[config.mk]
export PLATFORM = sky130hd
export DESIGN_NAME = ttt_game_controller_flat
export DESIGN_NICKNAME = d
export VERILOG_FILES = /design/src/rtl/ttt_game_controller_if.sv /design/src/rtl/ttt_game_controller.sv /design/src/flat_wrapper.sv
export SDC_FILE = /design/constraint.sdc
export NUM_CORES = 1
export LEC_CHECK = 0
export BUFFER_PORTS_ARGS = -buffer_cell sky130_fd_sc_hd__buf_4
export CAP_MARGIN = 20
export CELL_PAD_IN_SITES_DETAIL_PLACEMENT = 1
export CELL_PAD_IN_SITES_GLOBAL_PLACEMENT = 1
export CORE_ASPECT_RATIO = 0.7
export CORE_MARGIN = 2
export CORE_UTILIZATION = 44
export DETAILED_ROUTE_END_ITERATION = 8
export HOLD_SLACK_MARGIN = 0.02
export PLACE_DENSITY = 0.84
export SLEW_MARGIN = 10
export SYNTH_ARGS = -nofsm -noshare
export SYNTH_HDL_FRONTEND = slang
export SYNTH_SLANG_ARGS = --single-unit
[constraint.sdc]
create_clock -name clk -period 14 [get_ports clk]
set_input_delay 2.8 -clock clk [delete_from_list [all_inputs] [get_ports clk]]
set_output_delay 2.8 -clock clk [all_outputs]
set_load 0.02 [all_outputs]
[src/rtl/ttt_game_controller_if.sv]
// Player-facing signal bundle for ttt_game_controller.
// master = player/host side, slave = the game controller.
interface ttt_game_controller_if;
  logic        start;
  logic [8:0]  PL1_en;
  logic [8:0]  PL2_en;
  logic [17:0] board;
  logic [1:0]  turn;
  logic        illegal_move;
  logic [1:0]  winner;
  logic        game_over;
  logic [3:0]  move_count;
  logic        timeout;

  modport master (
    output start, PL1_en, PL2_en,
    input  board, turn, illegal_move, winner, game_over, move_count, timeout
  );

  modport slave (
    input  start, PL1_en, PL2_en,
    output board, turn, illegal_move, winner, game_over, move_count, timeout
  );
endinterface

[src/rtl/ttt_game_controller.sv]
// Two-player tic-tac-toe referee: validates moves, keeps the board, detects win/draw.
// Optional per-turn timeout enabled by defining TTT_TURN_TIMEOUT_EN.
module ttt_game_controller #(
  parameter int TIMEOUT_CYCLES = 16
) (
  input  logic                  clk,
  input  logic                  reset_n,
  ttt_game_controller_if.slave  bus
);

  typedef enum logic [2:0] {IDLE, P1_TURN, P2_TURN, EVAL, DONE} state_e;

  // Cell masks of the 8 winning lines (bit k = cell k+1)
  localparam logic [7:0][8:0] LINES = {
    9'h007, 9'h038, 9'h1C0,
    9'h049, 9'h092, 9'h124,
    9'h111, 9'h054
  };

  generate
    if (TIMEOUT_CYCLES < 1) begin : g_param_chk
      $error("TIMEOUT_CYCLES must be at least 1");
    end
  endgenerate

  state_e      state_q, state_d;
  logic [17:0] board_q, board_d;
  logic [3:0]  mc_q, mc_d;
  logic [1:0]  winner_q, winner_d;
  logic [1:0]  mover_q, mover_d;
  logic        illegal_q, illegal_d;

  logic        p2, accept, win;
  logic [8:0]  sel, oth, occ, own;
  logic [1:0]  code;

`ifdef TTT_TURN_TIMEOUT_EN
  localparam int TW = $clog2(TIMEOUT_CYCLES + 1);
  logic [TW-1:0] timer_q, timer_d;
  logic          timeout_q, timeout_d;
`endif

  always_comb begin
    state_d   = state_q;
    board_d   = board_q;
    mc_d      = mc_q;
    winner_d  = winner_q;
    mover_d   = mover_q;
    illegal_d = 1'b0;
    accept    = 1'b0;
`ifdef TTT_TURN_TIMEOUT_EN
    timeout_d = 1'b0;
    timer_d   = '0;
`endif

    p2   = (state_q == P2_TURN);
    sel  = p2 ? bus.PL2_en : bus.PL1_en;
    oth  = p2 ? bus.PL1_en : bus.PL2_en;
    code = p2 ? 2'b10 : 2'b01;

    for (int k = 0; k < 9; k++) begin
      occ[k] = |board_q[2*k +: 2];
      own[k] = (board_q[2*k +: 2] == mover_q);
    end
    win = 1'b0;
    for (int l = 0; l < 8; l++)
      win = win | ((own & LINES[l]) == LINES[l]);

    case (state_q)
      P1_TURN, P2_TURN: begin
        if ((sel | oth) != 9'd0) begin
          if (oth != 9'd0 || $countones(sel) != 1 || (sel & occ) != 9'd0) begin
            illegal_d = 1'b1;
          end else begin
            accept = 1'b1;
            for (int k = 0; k < 9; k++)
              if (sel[k]) board_d[2*k +: 2] = code;
            mc_d    = (mc_q == 4'd9) ? mc_q : mc_q + 4'd1;
            mover_d = code;
            state_d = EVAL;
          end
        end
`ifdef TTT_TURN_TIMEOUT_EN
        // Expiry forfeits the turn; an accepted move in the same cycle still counts
        if (!accept && timer_q == TW'(TIMEOUT_CYCLES - 1)) begin
          illegal_d = 1'b0;
          timeout_d = 1'b1;
          state_d   = p2 ? P1_TURN : P2_TURN;
        end else if (state_d == state_q) begin
          timer_d = timer_q + 1'b1;
        end
`endif
      end
      EVAL: begin
        if (win) begin
          winner_d = mover_q;
          state_d  = DONE;
        end else if (mc_q == 4'd9) begin
          winner_d = 2'b11;
          state_d  = DONE;
        end else begin
          state_d = (mover_q == 2'b01) ? P2_TURN : P1_TURN;
        end
      end
      default: ;
    endcase

    if (bus.start) begin
      state_d   = P1_TURN;
      board_d   = '0;
      mc_d      = '0;
      winner_d  = '0;
      illegal_d = 1'b0;
`ifdef TTT_TURN_TIMEOUT_EN
      timeout_d = 1'b0;
      timer_d   = '0;
`endif
    end
  end

  always_ff @(posedge clk or negedge reset_n) begin
    if (!reset_n) begin
      state_q   <= IDLE;
      board_q   <= '0;
      mc_q      <= '0;
      winner_q  <= '0;
      mover_q   <= '0;
      illegal_q <= 1'b0;
    end else begin
      state_q   <= state_d;
      board_q   <= board_d;
      mc_q      <= mc_d;
      winner_q  <= winner_d;
      mover_q   <= mover_d;
      illegal_q <= illegal_d;
    end
  end

`ifdef TTT_TURN_TIMEOUT_EN
  always_ff @(posedge clk or negedge reset_n) begin
    if (!reset_n) begin
      timer_q   <= '0;
      timeout_q <= 1'b0;
    end else begin
      timer_q   <= timer_d;
      timeout_q <= timeout_d;
    end
  end
  assign bus.timeout = timeout_q;
`else
  assign bus.timeout = 1'b0;
`endif

  assign bus.board        = board_q;
  assign bus.turn         = (state_q == P1_TURN) ? 2'b01 :
                            (state_q == P2_TURN) ? 2'b10 : 2'b00;
  assign bus.illegal_move = illegal_q;
  assign bus.winner       = winner_q;
  assign bus.game_over    = (state_q == DONE);
  assign bus.move_count   = mc_q;

endmodule

[src/flat_wrapper.sv]
// flat-port wrapper written by rule: the top's interface ports become plain ports
module ttt_game_controller_flat 
#(
  parameter int TIMEOUT_CYCLES = 16
)
  (clk, reset_n, bus_start, bus_PL1_en, bus_PL2_en, bus_board, bus_turn, bus_illegal_move, bus_winner, bus_game_over, bus_move_count, bus_timeout);
  ttt_game_controller_if bus_i ();
  input  logic clk;
  input  logic reset_n;
  input wire logic [$bits(bus_i.start)-1:0] bus_start;
  input wire logic [$bits(bus_i.PL1_en)-1:0] bus_PL1_en;
  input wire logic [$bits(bus_i.PL2_en)-1:0] bus_PL2_en;
  output wire logic [$bits(bus_i.board)-1:0] bus_board;
  output wire logic [$bits(bus_i.turn)-1:0] bus_turn;
  output wire logic [$bits(bus_i.illegal_move)-1:0] bus_illegal_move;
  output wire logic [$bits(bus_i.winner)-1:0] bus_winner;
  output wire logic [$bits(bus_i.game_over)-1:0] bus_game_over;
  output wire logic [$bits(bus_i.move_count)-1:0] bus_move_count;
  output wire logic [$bits(bus_i.timeout)-1:0] bus_timeout;
  assign bus_i.start = bus_start;
  assign bus_i.PL1_en = bus_PL1_en;
  assign bus_i.PL2_en = bus_PL2_en;
  assign bus_board = bus_i.board;
  assign bus_turn = bus_i.turn;
  assign bus_illegal_move = bus_i.illegal_move;
  assign bus_winner = bus_i.winner;
  assign bus_game_over = bus_i.game_over;
  assign bus_move_count = bus_i.move_count;
  assign bus_timeout = bus_i.timeout;
  ttt_game_controller #(.TIMEOUT_CYCLES(TIMEOUT_CYCLES)) u_core (.clk(clk), .reset_n(reset_n), .bus(bus_i));
endmodule
# Yosys cells after proc, flatten, opt, wreduce, memory -nomap -nowiden
# Index checks and enable logic that the tools add are counted.
# word_totals
word_cells	141
memories	0
romBits	0
ff_bits	30
ram_bits	0
latchBits	0
inputBits	21
output_inout_bits	29
# op_classes
reduce_logical	42
div	0
eq_ne	28
add_sub_neg	9
shifts	0
bitwise	10
magnitude_cmp	0
n_mux	38
multipliers	0
# ops
op	count
$add A32 B32 Y32	3
$mux W18	4
$reduce_and A4 Y1	10
$mux W2	17
$add A32 B1 Y32	1
$ne A32 B2 Y1 const B	1
$eq A3 B3 Y1 const B	9
$reduce_bool A9 Y1	3
$reduce_bool A2 Y1	12
$mux W4	5
$reduce_or A2 Y1	10
$eq A2 B2 Y1	9
$mux W9	2
$mux W3	5
$and A9 B9 Y9	1
$or A9 B9 Y9	1
$add A1 B1 Y2	4
$or A1 B1 Y1	7
$eq A3 B2 Y1 const B	2
$pmux W3 S2	1
$reduce_and A3 Y1	2
$reduce_bool A3 Y1	2
$add A4 B1 Y4 const B	1
$eq A4 B4 Y1 const B	1
other kinds (9)	14

# Longest topological paths before layout
# logic_depth
depth_word	13
ltp_mapped	21
ltp_nobuf	17

# Least setup slack after synthesis
# Ideal clock, no wire load.
# synth_timing
path_kind	input-to-reg
from	in bus_PL1_en[6]
to	reg u_core.mc_q[3], in the netlist u_core.bus.move_count[3]
setup_slack_ns	7.415
t_arrival_ns	6.507
cell_stages	15
setup_time_ns	0.078
path_cell_list	mux2_2 ha_1 fa_1 inv_1 fa_1 inv_1 ha_1 fa_1 nor4b_1 and4_1 a22o_1 o211ai_2 buf_6 or4_1 a21oi_1
# synth_between
elab_chain_len	10
# synth_lines
element	line_no	source
start, declared	flat_wrapper.sv:11	input wire logic [$bits(bus_i.PL1_en)-1:0] bus_PL1_en;
$mux W9	ttt_game_controller.sv:57	sel = p2 ? bus.PL2_en : bus.PL1_en;
$add A1 B1 Y2 (not written as such)	ttt_game_controller.sv:72	if (oth != 9'd0 || $countones(sel) != 1 || (sel & occ) != 9'd0) begin
$add A32 B32 Y32 (not written as such) (2 in series)	ttt_game_controller.sv:72	
$add A32 B1 Y32 (not written as such)	ttt_game_controller.sv:72	
$ne A32 B2 Y1	ttt_game_controller.sv:72	
$logic_or A1 B1 Y1 (2 in series)	ttt_game_controller.sv:72	
$ne A2 B2 Y1 (no source line)	n/a	
$reduce_and A4 Y1 (no source line) *	n/a	
end signal, assigned	ttt_game_controller.sv:132	mc_q <= mc_d;
end, declared	ttt_game_controller.sv:28	logic [3:0] mc_q, mc_d;
# Every way passes the cells marked *; elsewhere a longest branch is shown, timed or not.
# A chain may end at the register's enable or synchronous reset.

# Final worst setup path
# layout_timing
from	in bus_PL1_en[6]
to	reg u_core.board_q[13], in the netlist u_core.bus.board[13]
# layout_between
elab_chain_len	10
# layout_lines
element	line_no	source
$mux W9	ttt_game_controller.sv:57	
$add A1 B1 Y2 (not written as such)	ttt_game_controller.sv:72	
$add A32 B32 Y32 (not written as such) (2 in series)	ttt_game_controller.sv:72	
$add A32 B1 Y32 (not written as such)	ttt_game_controller.sv:72	
$ne A32 B2 Y1	ttt_game_controller.sv:72	
$logic_or A1 B1 Y1 (2 in series)	ttt_game_controller.sv:72	
$ne A2 B2 Y1 (no source line)	n/a	
$reduce_and A4 Y1 (no source line) *	n/a	
end signal, assigned	ttt_game_controller.sv:131	board_q <= board_d;
end, declared	ttt_game_controller.sv:27	logic [17:0] board_q, board_d;
# Marks and branches as above.

==> out/summary.md <==
- Syn Inst Count: 294
- commonest non-fill, non-tap cells in the layout: sky130_fd_sc_hd__buf_4 (48), sky130_fd_sc_hd__inv_1 (31), sky130_fd_sc_hd__nand2_1 (30), sky130_fd_sc_hd__dfrtp_1 (30), sky130_fd_sc_hd__o22ai_1 (25)
- via-per-instance ratio: 5.90
- count of flip-flops with a built-in enable after synthesis: 0
- min-delay worst type: flop to flop
- post-detailed-placement cell area: 2740 um2
- Critical path destination: u_core.bus.board[13]$_DFFE_PN0P_
- global router's overall resource usage: 27.0%
- Detailed Route WL: 7670 um
- crit path cell chain: buf_4 -> mux2_2 -> ha_1 -> fa_1 -> inv_1 -> fa_1 -> inv_1 -> ha_1 -> fa_1 -> nor4b_1 -> and4_1 -> a22o_1 -> o211ai_2 -> or3_1 -> o22ai_1
- total count of hold-check failures in the final report: 0
- per-cell routed wire length: 19.0 um
- kind of launch point of the worst setup path: input pin
- largest net degree at the start of global routing: 51
- number of slew-limit violations in the final report: 0
- status: finished clean
- antenna fix cells: 0
- synthesis-to-finish area growth: 19.0%
- number of ports placed on the die boundary: 50
- drt drc: 0
- Worst Setup Path Type: input pin to flop
- total congestion overflow: 0
- sequential share of the synthesized area: 31.5%
- Fin Hold WS: 0.628 ns
- number of global-route vias before repair: 2,383
- standard cell core area: 5230 um2
- number of distinct library cells after synthesis: 47
- cell accounting for the most synthesized area: sky130_fd_sc_hd__dfrtp_1
- top flip-flop cell by instance count after synthesis: sky130_fd_sc_hd__dfrtp_1
- Antenna Violating Nets Remaining: 0
- Yosys reg bits: 30
- top area cells in the synthesized netlist: sky130_fd_sc_hd__dfrtp_1 (32%), sky130_fd_sc_hd__o22ai_1 (6.6%), sky130_fd_sc_hd__inv_1 (4.9%)
- initial drt markers: 173
- Util after Layout: 54.2%
- Setup TNS Final: 0 ns
- endpoint of the worst-slack reg-to-reg timing path: u_core.bus.board[13]$_DFFE_PN0P_
- standby leakage power: 0.00132 uW
- later-pin clock latency in the skew report: 0.28 ns
- length in cells of the worst reg-to-reg path: 15
- vertical extent of the die: 65.5 um
- layout cells sized above 1: 20.2%
- CP Max Fanout: 11
- CTS buffer count: 5
- most frequent cell on the critical path: sky130_fd_sc_hd__fa_1
- placed cell count: 395
- final setup violation count: 0
- final RePlAce weighted congestion: 0.869
- post-CTS setup-driven buffer insertion count: 0
- clock buffer depth: 2
- Root Buffer Master: sky130_fd_sc_hd__clkbuf_8
- critical path data arrival time: 6.96 ns
- capturing element type of the critical path: flop
- origin of the critical flop-to-flop path: u_core.state_q[1]$_DFFE_PN0P_
- Layout Skew: 0.00212 ns
- ratio of final minimum period to clock period: 48.3%
- fraction of registers with async set/reset: 100%
- Setup crit start: bus_PL1_en[6]
- Clock Sink Count: 30
- Design Area, Final: 2830 um2
- port buffer count: 48
- Net Count, Synth: 327
- TritonCTS clock tree: built
- Max stage delay on crit path: 0.54 ns
- average size of a mapped cell: 8.10 um2
- most common library cell in the layout ignoring fill and taps: sky130_fd_sc_hd__buf_4
- Final Non-Filler Cells: 403
- number of search-and-repair iterations in the first detailed-routing pass: 4
- Clock transition at path regs: 0.07 ns
- number of gates resized after CTS: 0
- number of rows in the core area: 22
- Worst R2R Setup Slack: 8.78 ns
- area share of the largest cell type after synthesis: 31.5%
- CTS hold repair buffers: 0
- total die area: 6030 um2
- Worst Max-Slew Pin Slew: 0.655 ns
- starting density of the core: 45.5%
- wire length of the first global-routing pass: 12,500 um
- via count of the routed design: 2,376
- H-tree level count: 2
- Warnings, synthesis: 0
- post-synthesis instance area: 2380 um2
- worst relative slew slack: 56.3%
- Peak Freq: 148 MHz
- ratio of total power to cell area: 68.4 nW/um2
- Peak VDD IR: 37.0 uV
- number of maximum-capacitance violations: 0
- post-detailed-placement half-perimeter wirelength: 5680 um
- horizontal extent of the die: 91.9 um
- slowest library cell on the worst path: sky130_fd_sc_hd__or3_1
- Tmin final: 6.76 ns
- Req. time, crit path: 14.20 ns
- number of antenna violations at the first check in global routing: 0
- unrepaired setup endpoints after global routing: no
- total number of nets in the final design: 363
worst max-delay path: cells and delay by family:
kind                     cells  cell delay, ns
adder cells (fa/ha/maj)      5            1.90
buffers and inverters        3            0.22
AO/OA/AOI/OAI                3            0.58
multiplexers                 1            0.30
AND/OR/NAND/NOR              3            1.13
state kept, by name, indices dropped and copies added, names as in the netlist:
name / cells
u_core.bus.board: 18
u_core.state_q: 3
u_core.bus.winner: 2
u_core.bus.move_count: 4
u_core.mover_q: 2
u_core.bus.illegal_move: 1
worst min-delay path by stage:
stage | from | endpoint | cells past startpoint | slack [ns]
3_5_place_dp | u_core.bus.winner[1]$_DFFE_PN0P_ | u_core.bus.winner[1]$_DFFE_PN0P_ | 2 | 0.62
3_3_place_gp | u_core.bus.move_count[3]$_DFFE_PN0P_ | u_core.bus.move_count[3]$_DFFE_PN0P_ | 2 | 0.58
2_1_floorplan | u_core.state_q[2]$_DFFE_PN0P_ | u_core.state_q[2]$_DFFE_PN0P_ | 2 | 0.58
5_1_grt | u_core.bus.winner[1]$_DFFE_PN0P_ | u_core.bus.winner[1]$_DFFE_PN0P_ | 2 | 0.67
4_1_cts | u_core.bus.winner[1]$_DFFE_PN0P_ | u_core.bus.winner[1]$_DFFE_PN0P_ | 2 | 0.63
6_report | u_core.bus.winner[1]$_DFFE_PN0P_ | u_core.bus.winner[1]$_DFFE_PN0P_ | 2 | 0.63
cells in the mapped netlist (2+ instances only):
library cell                count
sky130_fd_sc_hd__nor2_1        14
sky130_fd_sc_hd__or4_1          3
sky130_fd_sc_hd__nand2b_1      18
sky130_fd_sc_hd__nand2_1       30
sky130_fd_sc_hd__and4_1         2
sky130_fd_sc_hd__buf_4          2
sky130_fd_sc_hd__ha_1           7
sky130_fd_sc_hd__nor4_4         2
sky130_fd_sc_hd__clkbuf_1      14
sky130_fd_sc_hd__nand3_1        6
sky130_fd_sc_hd__dfrtp_1       30
sky130_fd_sc_hd__nor2b_1        3
sky130_fd_sc_hd__nand4_1        3
sky130_fd_sc_hd__and3_1        14
sky130_fd_sc_hd__a2111oi_0      2
sky130_fd_sc_hd__mux2_2         3
sky130_fd_sc_hd__or3_1          4
sky130_fd_sc_hd__o21ai_0       17
sky130_fd_sc_hd__buf_2          2
sky130_fd_sc_hd__or4_4          2
sky130_fd_sc_hd__fa_1           5
sky130_fd_sc_hd__nor3_1        18
sky130_fd_sc_hd__o22ai_1       25
sky130_fd_sc_hd__o31ai_1        2
sky130_fd_sc_hd__o21a_1         3
sky130_fd_sc_hd__xnor2_1        4
sky130_fd_sc_hd__xor2_1         3
sky130_fd_sc_hd__inv_1         31
sky130_fd_sc_hd__a21oi_1        7
routing by layer:
| layer | GRT usage, % | share of wire [%] | routed length, um | vias up |
|---|---|---|---|---|
| met5 | 0 | 0 | 0 | - |
| met4 | 7.65 | 1.6 | 121 | 0 |
| met3 | 5.39 | 7.4 | 569 | 14 |
| met2 | 40.2 | 44 | 3380 | 95 |
| met1 | 39.9 | 47 | 3590 | 1167 |
| li1 | - | - | - | 1100 |
logic make-up after synthesis:
logic type	count (synthesis)	synth area share, %
simple gates	125	29.5
compound gates	66	18.3
buf+inv	50	8.62
flops	30	31.5
fa+ha+maj	12	7.88
xor+xnor	7	2.57
mux	3	1.42
other cells	1	0.157
area by class of cell:
| class | count | area (um2) |
|---|---|---|
| clock buffers | 7 | 86.3 |
| clock inverters | 1 | 5.00 |
| fillers | 651 | 2400 |
| inverters | 31 | 116 |
| multi-input cells | 214 | 1430 |
| flip-flops and latches | 30 | 751 |
| well taps | 72 | 90.1 |
| repair buffers | 48 | 360 |
through the flow:
step / setup WS, ns / power (uW)
detailed placement: 6.93 / 122
CTS: 7.24 / 195
global route: 7.05 / 202
global placement: 7.10 / 120
finish: 7.24 / 194
floorplan: 7.41 / 108
report_power, final:
part           switching (uW)  leakage [uW]  internal (uW)  total, uW
sequential              0.801      0.000412           86.9       87.7
combinational            18.3      0.000855           14.0       32.2
clock                    34.2     0.0000482           39.6       73.8
total                    53.3       0.00132            141        194
Power figures use the tool's default switching activity.
